--- config.mk ---
export PLATFORM = sky130hd
export DESIGN_NAME = avl_master_lsu
export DESIGN_NICKNAME = d
export VERILOG_FILES = /design/src/rtl/avl_pkg.sv /design/src/rtl/avl_lane_align.sv /design/src/rtl/avl_master_lsu.sv
export SDC_FILE = /design/constraint.sdc
export NUM_CORES = 1
export LEC_CHECK = 0
export ABC_AREA = 1
export CORE_UTILIZATION = 50
export DETAILED_ROUTE_END_ITERATION = 8
export PLACE_DENSITY = 0.8
export SYNTH_ARGS = -nofsm -noshare
export SYNTH_HDL_FRONTEND = slang
export SYNTH_HIERARCHICAL = 1
export SYNTH_SLANG_ARGS = --single-unit
--- constraint.sdc ---
create_clock -name clk -period 4.2 [get_ports clk]
set_input_delay 1.05 -clock clk [delete_from_list [all_inputs] [get_ports clk]]
set_output_delay 1.05 -clock clk [all_outputs]
set_load 0.01 [all_outputs]
--- src/rtl/avl_pkg.sv ---
// ---------------------------------------------------------------------------
// avl_pkg
// Shared types and constants for the Avalon-MM load/store master.
//   size_t       : request size encoding (BYTE/HALF/WORD; 2'd3 is illegal)
//   lsu_state_t  : controller states
//   AVL_WORD_BYTES : bytes per Avalon data word
// ---------------------------------------------------------------------------
package avl_pkg;

  localparam int AVL_WORD_BYTES = 4;

  typedef enum logic [1:0] {
    BYTE = 2'd0,
    HALF = 2'd1,
    WORD = 2'd2
  } size_t;

  typedef enum logic [1:0] {
    IDLE  = 2'd0,
    XFER1 = 2'd1,
    XFER2 = 2'd2,
    RESP  = 2'd3
  } lsu_state_t;

endpackage

--- src/rtl/avl_lane_align.sv ---
// ---------------------------------------------------------------------------
// avl_lane_align
// Combinational lane steering for the load/store master.
//   offset    in  2   byte offset within the word (addr[1:0])
//   size      in  2   access size (size_t encoding)
//   is_signed in  1   sign-extend load data
//   wdata     in  32  right-justified store data
//   rd_pair   in  64  {second word, first word} of load data
//   wide_be   out 8   byteenable across two words (low nibble = word 1)
//   wide_wd   out 64  store data shifted across two words
//   split     out 1   access crosses a word boundary (offset + bytes > 4)
//   ld_data   out 32  extracted and extended load data
// ---------------------------------------------------------------------------
module avl_lane_align
  import avl_pkg::*;
(
  input  logic [1:0]  offset,
  input  logic [1:0]  size,
  input  logic        is_signed,
  input  logic [31:0] wdata,
  input  logic [63:0] rd_pair,
  output logic [7:0]  wide_be,
  output logic [63:0] wide_wd,
  output logic        split,
  output logic [31:0] ld_data
);

  logic [3:0]  n_bytes;
  logic [3:0]  mask;
  logic [31:0] shifted;

  always_comb begin
    n_bytes = 4'd1 << size;
    case (size)
      BYTE:    mask = 4'b0001;
      HALF:    mask = 4'b0011;
      default: mask = 4'b1111;
    endcase
    wide_be = {4'b0000, mask} << offset;
    wide_wd = {32'h0, wdata} << {offset, 3'b000};
    split   = ({2'b00, offset} + n_bytes) > 4'(AVL_WORD_BYTES);
    shifted = rd_pair[{offset, 3'b000} +: 32];
    case (size)
      BYTE:    ld_data = {{24{is_signed & shifted[7]}}, shifted[7:0]};
      HALF:    ld_data = {{16{is_signed & shifted[15]}}, shifted[15:0]};
      default: ld_data = shifted;
    endcase
  end

endmodule

--- src/rtl/avl_master_lsu.sv ---
// ---------------------------------------------------------------------------
// avl_master_lsu
// Avalon-MM master turning CPU load/store requests into word-aligned bus
// transfers. Optional macro AVL_MISALIGN_SPLIT_EN: when defined, accesses
// crossing a word boundary run as two transfers; otherwise they are
// rejected with resp_err and no bus activity.
//   clk, rst_n                         clock, async active-low reset
//   req_valid/req_ready                request handshake
//   req_write/size/signed/addr/wdata   request fields
//   resp_valid/resp_rdata/resp_err     one-cycle completion
//   address/byteenable/writedata       Avalon command
//   read/write/readdata/waitrequest    Avalon strobes and response
//
// state | meaning
// IDLE  | ready for a request, bus idle
// XFER1 | first (or only) bus transfer, held until waitrequest drops
// XFER2 | second word of a split access
// RESP  | resp_valid pulse, then back to IDLE
// ---------------------------------------------------------------------------
module avl_master_lsu
  import avl_pkg::*;
(
  input  logic        clk,
  input  logic        rst_n,
  input  logic        req_valid,
  output logic        req_ready,
  input  logic        req_write,
  input  logic [1:0]  req_size,
  input  logic        req_signed,
  input  logic [31:0] req_addr,
  input  logic [31:0] req_wdata,
  output logic        resp_valid,
  output logic [31:0] resp_rdata,
  output logic        resp_err,
  output logic [31:0] address,
  output logic [3:0]  byteenable,
  output logic [31:0] writedata,
  output logic        read,
  output logic        write,
  input  logic [31:0] readdata,
  input  logic        waitrequest
);

  lsu_state_t  state;
  logic [1:0]  off_q;
  logic [1:0]  size_q;
  logic        sgn_q;
  logic        wr_q;
  logic [31:0] rd1;

  logic [1:0]  al_off;
  logic [1:0]  al_size;
  logic        al_sgn;
  logic [63:0] rd_pair;
  logic [7:0]  wide_be;
  logic [63:0] wide_wd;
  logic        split_w;
  logic [31:0] ld_data;

`ifdef AVL_MISALIGN_SPLIT_EN
  logic [31:0] rd2;
  logic        split_q;
  logic [3:0]  be_hi_q;
  logic [31:0] wd_hi_q;
  // The word arriving this cycle is fed straight through so the response
  // can be formed on the same edge that captures it.
  assign rd_pair = {(state == XFER2) ? readdata : rd2,
                    (state == XFER1) ? readdata : rd1};
`else
  logic unused_hi;
  assign unused_hi = ^{wide_be[7:4], wide_wd[63:32]};
  assign rd_pair   = {32'h0, (state == XFER1) ? readdata : rd1};
`endif

  // Steering uses the live request while idle and the latched one afterwards.
  assign al_off  = (state == IDLE) ? req_addr[1:0] : off_q;
  assign al_size = (state == IDLE) ? req_size      : size_q;
  assign al_sgn  = (state == IDLE) ? req_signed    : sgn_q;

  avl_lane_align u_align (
    .offset    (al_off),
    .size      (al_size),
    .is_signed (al_sgn),
    .wdata     (req_wdata),
    .rd_pair   (rd_pair),
    .wide_be   (wide_be),
    .wide_wd   (wide_wd),
    .split     (split_w),
    .ld_data   (ld_data)
  );

  assign req_ready = (state == IDLE);

  always_ff @(posedge clk or negedge rst_n) begin
    if (!rst_n) begin
      state      <= IDLE;
      off_q      <= 2'd0;
      size_q     <= 2'd0;
      sgn_q      <= 1'b0;
      wr_q       <= 1'b0;
      rd1        <= 32'h0;
      resp_valid <= 1'b0;
      resp_rdata <= 32'h0;
      resp_err   <= 1'b0;
      address    <= 32'h0;
      byteenable <= 4'h0;
      writedata  <= 32'h0;
      read       <= 1'b0;
      write      <= 1'b0;
`ifdef AVL_MISALIGN_SPLIT_EN
      rd2        <= 32'h0;
      split_q    <= 1'b0;
      be_hi_q    <= 4'h0;
      wd_hi_q    <= 32'h0;
`endif
    end else begin
      case (state)
        IDLE: begin
          resp_valid <= 1'b0;
          resp_err   <= 1'b0;
          resp_rdata <= 32'h0;
          if (req_valid) begin
            off_q  <= req_addr[1:0];
            size_q <= req_size;
            sgn_q  <= req_signed;
            wr_q   <= req_write;
`ifdef AVL_MISALIGN_SPLIT_EN
            split_q <= split_w;
            be_hi_q <= wide_be[7:4];
            wd_hi_q <= req_write ? wide_wd[63:32] : 32'h0;
            if (req_size == 2'd3) begin
`else
            if (req_size == 2'd3 || split_w) begin
`endif
              state      <= RESP;
              resp_valid <= 1'b1;
              resp_err   <= 1'b1;
            end else begin
              state      <= XFER1;
              address    <= {req_addr[31:2], 2'b00};
              byteenable <= wide_be[3:0];
              writedata  <= req_write ? wide_wd[31:0] : 32'h0;
              read       <= ~req_write;
              write      <= req_write;
            end
          end
        end
        XFER1: begin
          if (!waitrequest) begin
            rd1 <= readdata;
`ifdef AVL_MISALIGN_SPLIT_EN
            if (split_q) begin
              state      <= XFER2;
              address    <= address + 32'd4;
              byteenable <= be_hi_q;
              writedata  <= wd_hi_q;
            end else
`endif
            begin
              state      <= RESP;
              resp_valid <= 1'b1;
              resp_rdata <= wr_q ? 32'h0 : ld_data;
              address    <= 32'h0;
              byteenable <= 4'h0;
              writedata  <= 32'h0;
              read       <= 1'b0;
              write      <= 1'b0;
            end
          end
        end
`ifdef AVL_MISALIGN_SPLIT_EN
        XFER2: begin
          if (!waitrequest) begin
            rd2        <= readdata;
            state      <= RESP;
            resp_valid <= 1'b1;
            resp_rdata <= wr_q ? 32'h0 : ld_data;
            address    <= 32'h0;
            byteenable <= 4'h0;
            writedata  <= 32'h0;
            read       <= 1'b0;
            write      <= 1'b0;
          end
        end
`endif
        RESP: begin
          state      <= IDLE;
          resp_valid <= 1'b0;
          resp_err   <= 1'b0;
          resp_rdata <= 32'h0;
        end
        default: state <= IDLE;
      endcase
    end
  end

endmodule
# After elaboration in Yosys (flattened, before gate mapping)
# Cells that the tools add are included.
[totals]
input_bits = 104
latchBits = 0
rom_bits = 0
wordCells = 82
ram_bits = 0
n_memories = 0
out_inout_bits = 105
regBits = 144
[op_classes]
bitwise_logic = 4
eq_ne = 7
reduce_logical = 14
div = 0
n_mul = 0
n_lt_le_gt_ge = 1
n_shift = 4
mux = 37
n_addsub = 1
[op_table]
columns = ["operator", "count"]
rows = [
  ["two-way mux 32 bit", 9],
  ["one-hot mux 32 bit (2 select lines)", 4],
  ["indexed part select 64 x 6 -> 32 bit", 1],
  ["left shift 32 x 5 -> 32 bit", 1],
  ["one-hot mux 4 bit (2 select lines)", 2],
  ["two-way mux 4 bit", 3],
  ["two-way mux 2 bit", 5],
  ["AND reduction 2 bit", 5],
  ["two-way mux 1 bit", 9],
  ["!= test 2 bit (second input constant)", 3],
  ["one-hot mux 1 bit (2 select lines)", 3],
  ["nonzero test 2 bit", 3],
  ["adder 2 x 4 -> 4 bit", 1],
  ["== test 2 x 1 -> 1 bit (second input constant)", 2],
  ["== test 2 bit (second input constant)", 2],
  ["> comparator 4 x 3 -> 1 bit (second input constant)", 1],
  ["logical NOT 2 bit", 2],
  ["one-hot mux 2 bit (2 select lines)", 1],
  ["AND reduction 4 bit", 1],
  ["left shift 1 x 2 -> 4 bit (first input constant)", 1],
  ["left shift 4 x 2 -> 4 bit", 1],
  ["one-hot mux 1 bit (3 select lines)", 1],
  ["nonzero test 3 bit", 1],
  ["bitwise AND 1 bit", 2],
  ["other kinds (3)", 4],
]

# Depth between registers and ports, before layout
# Gate-level depths: netlist of run 1.
[depth]
ltp_word = 9
depth_mapped = 23
mapped_depth_nobuf = 20

# Hierarchy
# Netlist of run 1, hierarchy kept.
[by_module_without_submodules]
columns = ["module", "n_inst", "cells_each", "area_each_um2", "seq_area_each_um2"]
rows = [
  ["avl_master_lsu", 1, 867, 6660.1, 3553.4],
  ["avl_lane_align", 1, 491, 2354.8, 0.0],
]

# Worst setup path after synthesis of run 1
# OpenSTA, ideal clock, no wires.
[synth_path]
path_type = "input to register"
startpoint = "input req_size[1]"
endpoint = "register writedata[0]"
path_buffers = 2
arrival_ns = 3.494
path_slack_ns = 0.641
setup_ns = 0.065
cell_stages = 18
required_ns = 4.135
cell_sequence = "inv_1 o21ai_0 inv_4 nand2_8 inv_1 ha_1 ha_1 inv_1 a22oi_1 nand2_1 nand3_1 inv_1 nand3_1 nand2_2 buf_2 buf_2 nand3_1 nand2_1"
[synth_between]
elab_chain_len = 7
word_cells_on_any_way = 8
classes_between = "add/sub (1); order compare (1); eq/ne (2); shift (1); mux (1); reduce/logical (2)"
[synth_lines]
columns = ["element", "line_no", "source"]
rows = [
  ["start, declared", "avl_master_lsu.sv:28", "input logic [1:0] req_size,"],
  ["two-way mux 2 bit", "avl_master_lsu.sv:77", "assign al_size = (state == IDLE) ? req_size : size_q;"],
  ["named net al_size[1]", "avl_master_lsu.sv:52", "logic [1:0] al_size;"],
  ["left shift 1 x 2 -> 4 bit", "avl_lane_align.sv:33", "n_bytes = 4'd1 << size;"],
  ["adder 2 x 4 -> 4 bit", "avl_lane_align.sv:41", "split = ({2'b00, offset} + n_bytes) > 4'(AVL_WORD_BYTES);"],
  ["> comparator 4 x 3 -> 1 bit", "avl_lane_align.sv:41", ""],
  ["named net split_w", "avl_master_lsu.sv:57", "logic split_w;"],
  ["logical OR 1 bit", "avl_master_lsu.sv:133", "if (req_size == 2'd3 || split_w) begin"],
  ["!= test 2 bit (no line)", "n/a", ""],
  ["AND reduction 4 bit (no line)", "n/a", ""],
  ["end signal, assigned", "avl_master_lsu.sv:142", "writedata <= req_write ? wide_wd[31:0] : 32'h0;"],
  ["end, declared", "avl_master_lsu.sv:37", "output logic [31:0] writedata,"],
]
# The timed path passes the listed nets, and every way through them passes these cells.
# A chain may end at the register's enable or synchronous reset.

# Worst setup path after layout of run 1
[layout_path]
startpoint = "input req_size[0]"
endpoint = "register writedata[17]"
# Same word-level chain as after synthesis.

==> results of run 1 <==
## area by class of cell
| type | count | share of cell area (%) |
|---|---|---|
| multi-input combinational | 929 | 36.3 |
| sequential | 142 | 30.8 |
| timing repair buffer | 227 | 19.5 |
| inverter | 175 | 5.72 |
| clock buffer | 17 | 3.69 |
| tap | 220 | 2.39 |
| clock inverter | 15 | 1.55 |
## metal layers
layer,GRT usage (%),vias up
li1,-,4366
met1,35.1,4076
met2,48.7,337
met3,4.72,52
met4,10.7,0
met5,0,-
## cells in the final DEF, fill, tap and decap left out, types with 4 or more instances in the layout
cell	n
a21oi_1	16
inv_2	5
and2_1	9
dfrtp_1	142
clkdlybuf4s50_1	205
nand3_1	141
clkbuf_16	17
nand2_2	5
inv_1	169
nand3_2	8
nor2_1	91
o21ai_0	147
conb_1	37
inv_6	4
buf_4	19
ha_1	6
o22ai_1	8
nand2_1	443
clkinv_4	4
## how the worst max path moves through the flow
stage / endpoint / depth (start not counted) / slack, ps / startpoint
floorplan: writedata[0]$_DFFE_PN0P_ / 18 / 700 / req_size[1]
global placement: writedata[25]$_DFFE_PN0P_ / 19 / 310 / req_size[0]
detailed placement: address[20]$_DFFE_PN0P_ / 19 / 220 / req_size[0]
CTS: address[20]$_DFFE_PN0P_ / 19 / 650 / req_size[0]
global route: writedata[17]$_DFFE_PN0P_ / 19 / 400 / req_size[0]
finish: writedata[17]$_DFFE_PN0P_ / 19 / 650 / req_size[0]
## stage by stage
| step | area [µm²] | std cells | power (µW) |
|---|---|---|---|
| 2_1_floorplan | 8880 | 1337 | 6170 |
| 3_3_place_gp | 10900 | 1693 | 7750 |
| 3_5_place_dp | 10900 | 1693 | 7880 |
| 4_1_cts | 11500 | 1725 | 9470 |
| 5_1_grt | 11500 | 1725 | 10300 |
| 6_report | 11500 | 1725 | 9450 |
## worst max-delay path, stage by stage
cell and delay, ps:
clkdlybuf4s50_1 510, inv_1 60, o21ai_0 240, inv_1 160, nand2_8 140, inv_1 80, ha_1 200, ha_1 280
inv_1 40, a22oi_1 140, nand2_1 70, nand3_1 70, inv_1 50, nand3_1 90, nand2_2 80, nand2_2 250
buf_12 250, nand2_1 90, nand2_1 60
## sequential cells by signal, summed over array words and instances, names as in the netlist
name	count
address	30
byteenable	4
off_q	2
rd1	32
read	1
resp_err	1
resp_rdata	32
resp_valid	1
sgn_q	1
size_q	2
state	2
wr_q	1
write	1
writedata	32
## power breakdown
group          switching, µW  internal [µW]  total [µW]
combinational           3600           2080        5680
sequential               300           1920        2220
clock                    648            897        1540
total                   4550           4900        9450
==> run metrics, run 1 <==
Ys Warns=6; Avg Cell Area, Syn=between 6 and 7 µm²; Crit Reg-Reg Startpoint=state[0]$_DFFE_PN0P_; worst r2r path cells=20; Fmax achieved=281 MHz; Antenna Nets Post-Route=0; Post-DP HPWL=~17000 µm; uppermost layer routed=met4; root buf cell=clkbuf_16; reg2reg setup slack=830 ps; final setup violation count=0; final worst-path cycle share=84.6%; worst min-delay path category=flop to flop; CTS tree=yes; n_diodes=0; Final WS setup=646 ps; Filler cells=between 1k and 1.5k; Peak VDD IR=about 0.45 mV; Sequential cell area=3550 µm²; IO Pins=209; Max clock buf depth=2; synthesized cell area=8740 µm²; Post-Place Setup Slack=222 ps; wl on met1=10100 µm; drt total wl=~24000 µm; worst hold path startpoint=write$_DFFE_PN0P_; die height=134 µm; gpl congestion=0.859; final core occ=68.5%; share of cells above drive strength 1=5.85%; largest net degree at the start of global routing=roughly 110; Max-slew headroom=approximately a third; Cells on Worst Hold Path=2; GRT Total Usage=roughly 28%; multi-input logic area=4190 µm²; Max-cap violations=0; Pins Over Slew Limit=0; total number of vias=8831; global-route wire length before repair=40400 µm; status=complete, no violations; hold buffers post-CTS=0; Routed met2 length=approximately 12000 µm; total gr overflow=0; post-CTS sizing=0; clk_lat worst skew=approximately 420 ps; Worst-Margin Slew=1010 ps; Startpoint Class=input port; clock sink count=142; Post-CTS Setup Bufs=0; DRC viols=0; Worst Hold End=write$_DFFE_PN0P_; CP Max Fanout=41; die area=around 18000 µm²; WL/cell=14.2 µm; Setup crit end kind=flop; TNS Setup=0 ps; reg2reg end=writedata[17]$_DFFE_PN0P_; htree depth=4; Via density=5.12; Worst Setup Path Type=input port to flop; Core Area=16800 µm²; WHS=472 ps; vias in the first global route=8351; final hold violation count=0; chip width=between 100 and 150 µm; Reg clk slew, reported paths=60 ps; Critical Path AT=just under 4000 ps; net count reported at finish=1603; Final min period=3550 ps; Worst EP required=between 4000 and 5000 ps; leakage=approximately 0.0059 µW; IO Port Bufs=206; Starting DRT DRC Count=758; antenna violations before repair=0; pwr dens=820 nW/µm²; WL met3=1660 µm; # rows=47; RSZ-0062 raised after global routing=no; drt first pass iters=6; P&R area growth vs syn=31.8%; clk_skew=between 6 and 7 ps; Initial Util=52.0%; Syn Inst Count=1301; CTS buffer count=17
No activity file was read; power rests on OpenSTA's default activity.
==> inputs of run 2 (changes only) <==
Clock period 4.2 ns to 3.6 ns, I/O delays scaled along.
==> run 2 against run 1 <==
Routed wire length up 1.2%. Utilization up 0.14 points. Final cell count up 0.12%.
==> run metrics, run 2 (synthesis gave the netlist of run 1 again) <==
total chip power=11100 µW (+17%); Peak VDD IR=0.567 mV (+27%); Critical Path AT=3550 ps (-360 ps); Crit Reg-Reg Startpoint=state[0]$_DFFE_PN0P_; Reg clk slew, reported paths=60 ps (about the same); Max-slew headroom=37.3% (+4.8 points); slowest stage cell, crit path=dfrtp_1; IO Pins=209 (unchanged); clk_skew=9.39 ps (+3.24 ps); CTS buffer count=17 (unchanged); CTS tree=yes; TNS Setup=0 ps (unchanged); htree depth=4 (unchanged); hold buffers post-CTS=0 (unchanged); global-route wire length before repair=40800 µm (+0.92%); post-CTS sizing=0 (unchanged); reg2reg end=address[23]$_DFFE_PN0P_; chip width=134 µm (unchanged); Starting DRT DRC Count=713 (-5.9%); share of cells above drive strength 1=5.91% (+0.059 points); Max clock buf depth=2 (unchanged); total gr overflow=0 (unchanged); crit path cell chain=inv_1, ha_1, inv_2, o21ai_0, inv_1, nand2_8, inv_1, ha_1, ha_1, inv_1, a22oi_1, nand2_1, nand3_1, inv_1, nand3_1, nand2_2, nand2_2, buf_4, nand2_1, nand2_1; IO Port Bufs=206 (unchanged); die area=18000 µm² (unchanged); gpl congestion=0.865 (+0.71%); Pins Over Slew Limit=0 (unchanged); antenna violations before repair=0 (unchanged); drt first pass iters=5 (-1); worst min-delay path category=input port to async pin; # rows=47 (unchanged); final worst-path cycle share=about nine tenths; CP Launch Point=state[0]$_DFFE_PN0P_; largest net degree at the start of global routing=74 (-31%); Post-CTS Setup Bufs=0 (unchanged); largest registers=rd1 (32), resp_rdata (32), writedata (32); RSZ-0062 raised after global routing=no; CP Max Fanout=21 (-49%); most common cell after layout, fill and taps aside=nand2_1; Critical Path End=address[23]$_DFFE_PN0P_; Startpoint Class=flop; Worst EP required=3960 ps (-600 ps); Setup crit end kind=flop; leakage=0.00591 µW (about the same); Post-DP HPWL=16900 µm (+0.62%); Final min period=3190 ps; vias in the first global route=8297 (-0.65%); final hold violation count=0 (unchanged); Worst-Margin Slew=937 ps (-74.8 ps); die height=134 µm (unchanged); Max-cap violations=0 (unchanged); Comb pwr share=60.7% (+0.6 points); reg2reg setup slack=410 ps (-420 ps); n_diodes=0 (unchanged); clk_lat worst skew=430 ps (about the same); sw frac=48.0% (-0.13 points); Worst Setup Path Type=flop to flop; Core Area=16800 µm² (unchanged); net count reported at finish=1606 (+0.19%); P&R area growth vs syn=32.1%; GRT Total Usage=28.4% (+0.30 points); drt total wl=24700 µm (+1.2%); DRC viols=0 (unchanged); WL/cell=14.3 µm (+1.1%); pwr dens=958 nW/µm² (+17%); worst r2r path cells=20 (unchanged); final setup violation count=0 (unchanged); CP peak stage delay=410 ps (-100 ps); most frequent cells in the layout=443 x nand2_1, 205 x clkdlybuf4s50_1, 169 x inv_1; Internal=5750 µW (+17%); Filler cells=1452 (+1.0%); status=complete, no violations; power share of the sequential group=23.5% (about the same); Initial Util=52.0% (unchanged); total number of vias=8753 (-0.88%); CP most frequent cell=inv_1; Fmax achieved=313 MHz; power share of the clock group=15.8% (-0.5 points); Via density=5.07 (-1.0%); clock sink count=142 (unchanged); root buf cell=clkbuf_16; Antenna Nets Post-Route=0 (unchanged); sw power=5310 µW (+17%)
-- run 2: changes by cell type in the layout (fill, tap and decap cells not counted) --
cell	change
buf_12	+2
buf_4	+1
clkbuf_1	+1
clkbuf_8	+1
clkinv_2	+1
clkinv_4	-3
clkinvlp_4	+3
inv_6	-1
inv_8	-3
-- run 2: layout make-up --
type	instances	area (µm²)	share of cell area, %
inverters	175	659	5.71
clock buffers	19	443	3.83
clock inverters	12	138	1.19
repair buffers	230	2290	19.9
well taps	220	275	2.38
multi-input cells	929	4190	36.3
flip-flops and latches	142	3550	30.8
-- run 2: worst min-delay path by stage --
stage	startpoint	end	slack, ps	cells past startpoint
finish	rst_n	writedata[9]$_DFFE_PN0P_	420	1
global route	rst_n	writedata[9]$_DFFE_PN0P_	450	1
CTS	rst_n	writedata[9]$_DFFE_PN0P_	440	1
detailed placement	byteenable[1]$_DFFE_PN0P_	byteenable[1]$_DFFE_PN0P_	460	2
global placement	writedata[16]$_DFFE_PN0P_	writedata[16]$_DFFE_PN0P_	450	2
floorplan	off_q[0]$_DFFE_PN0P_	off_q[0]$_DFFE_PN0P_	450	2
-- run 2: critical path, delay by kind of cell (launching register included) --
family                   cells  cell delay [ps]
adder cells (fa/ha/maj)      3              760
flip-flops                   1              410
buffers and inverters        7              870
AO/OA/AOI/OAI                2              420
AND/OR/NAND/NOR              8              680
-- run 2: through the flow --
| step | util [%] | hold slack (ps) | setup WS [ps] | cells | area, µm² |
|---|---|---|---|---|---|
| floorplan | - | 453 | 141 | 1337 | 8880 |
| global placement | 65.2 | 452 | 119 | 1696 | 11000 |
| detailed placement | 65.2 | 458 | 39.9 | 1696 | 11000 |
| CTS | 68.7 | 445 | 421 | 1727 | 11600 |
| global route | 68.7 | 454 | 115 | 1727 | 11600 |
| finish | 68.7 | 424 | 408 | 1727 | 11600 |
-- run 2: power by group through the flow --
| stage | combinational [µW] | clock, µW | sequential, µW |
|---|---|---|---|
| 2_1_floorplan | 4460 | 0 | 2740 |
| 3_3_place_gp | 6490 | 0 | 2610 |
| 3_5_place_dp | 6640 | 0 | 2620 |
| 4_1_cts | 6690 | 1760 | 2600 |
| 5_1_grt | 7480 | 1830 | 2680 |
| 6_report | 6710 | 1750 | 2600 |
-- run 2: metal layers --
metal	global-route usage, %	vias up	routed length (µm)
met5	0	-	0
met4	11.0	0	690
met3	4.91	51	1770
met2	49.6	360	12200
met1	35.0	3973	10100
li1	-	4369	-
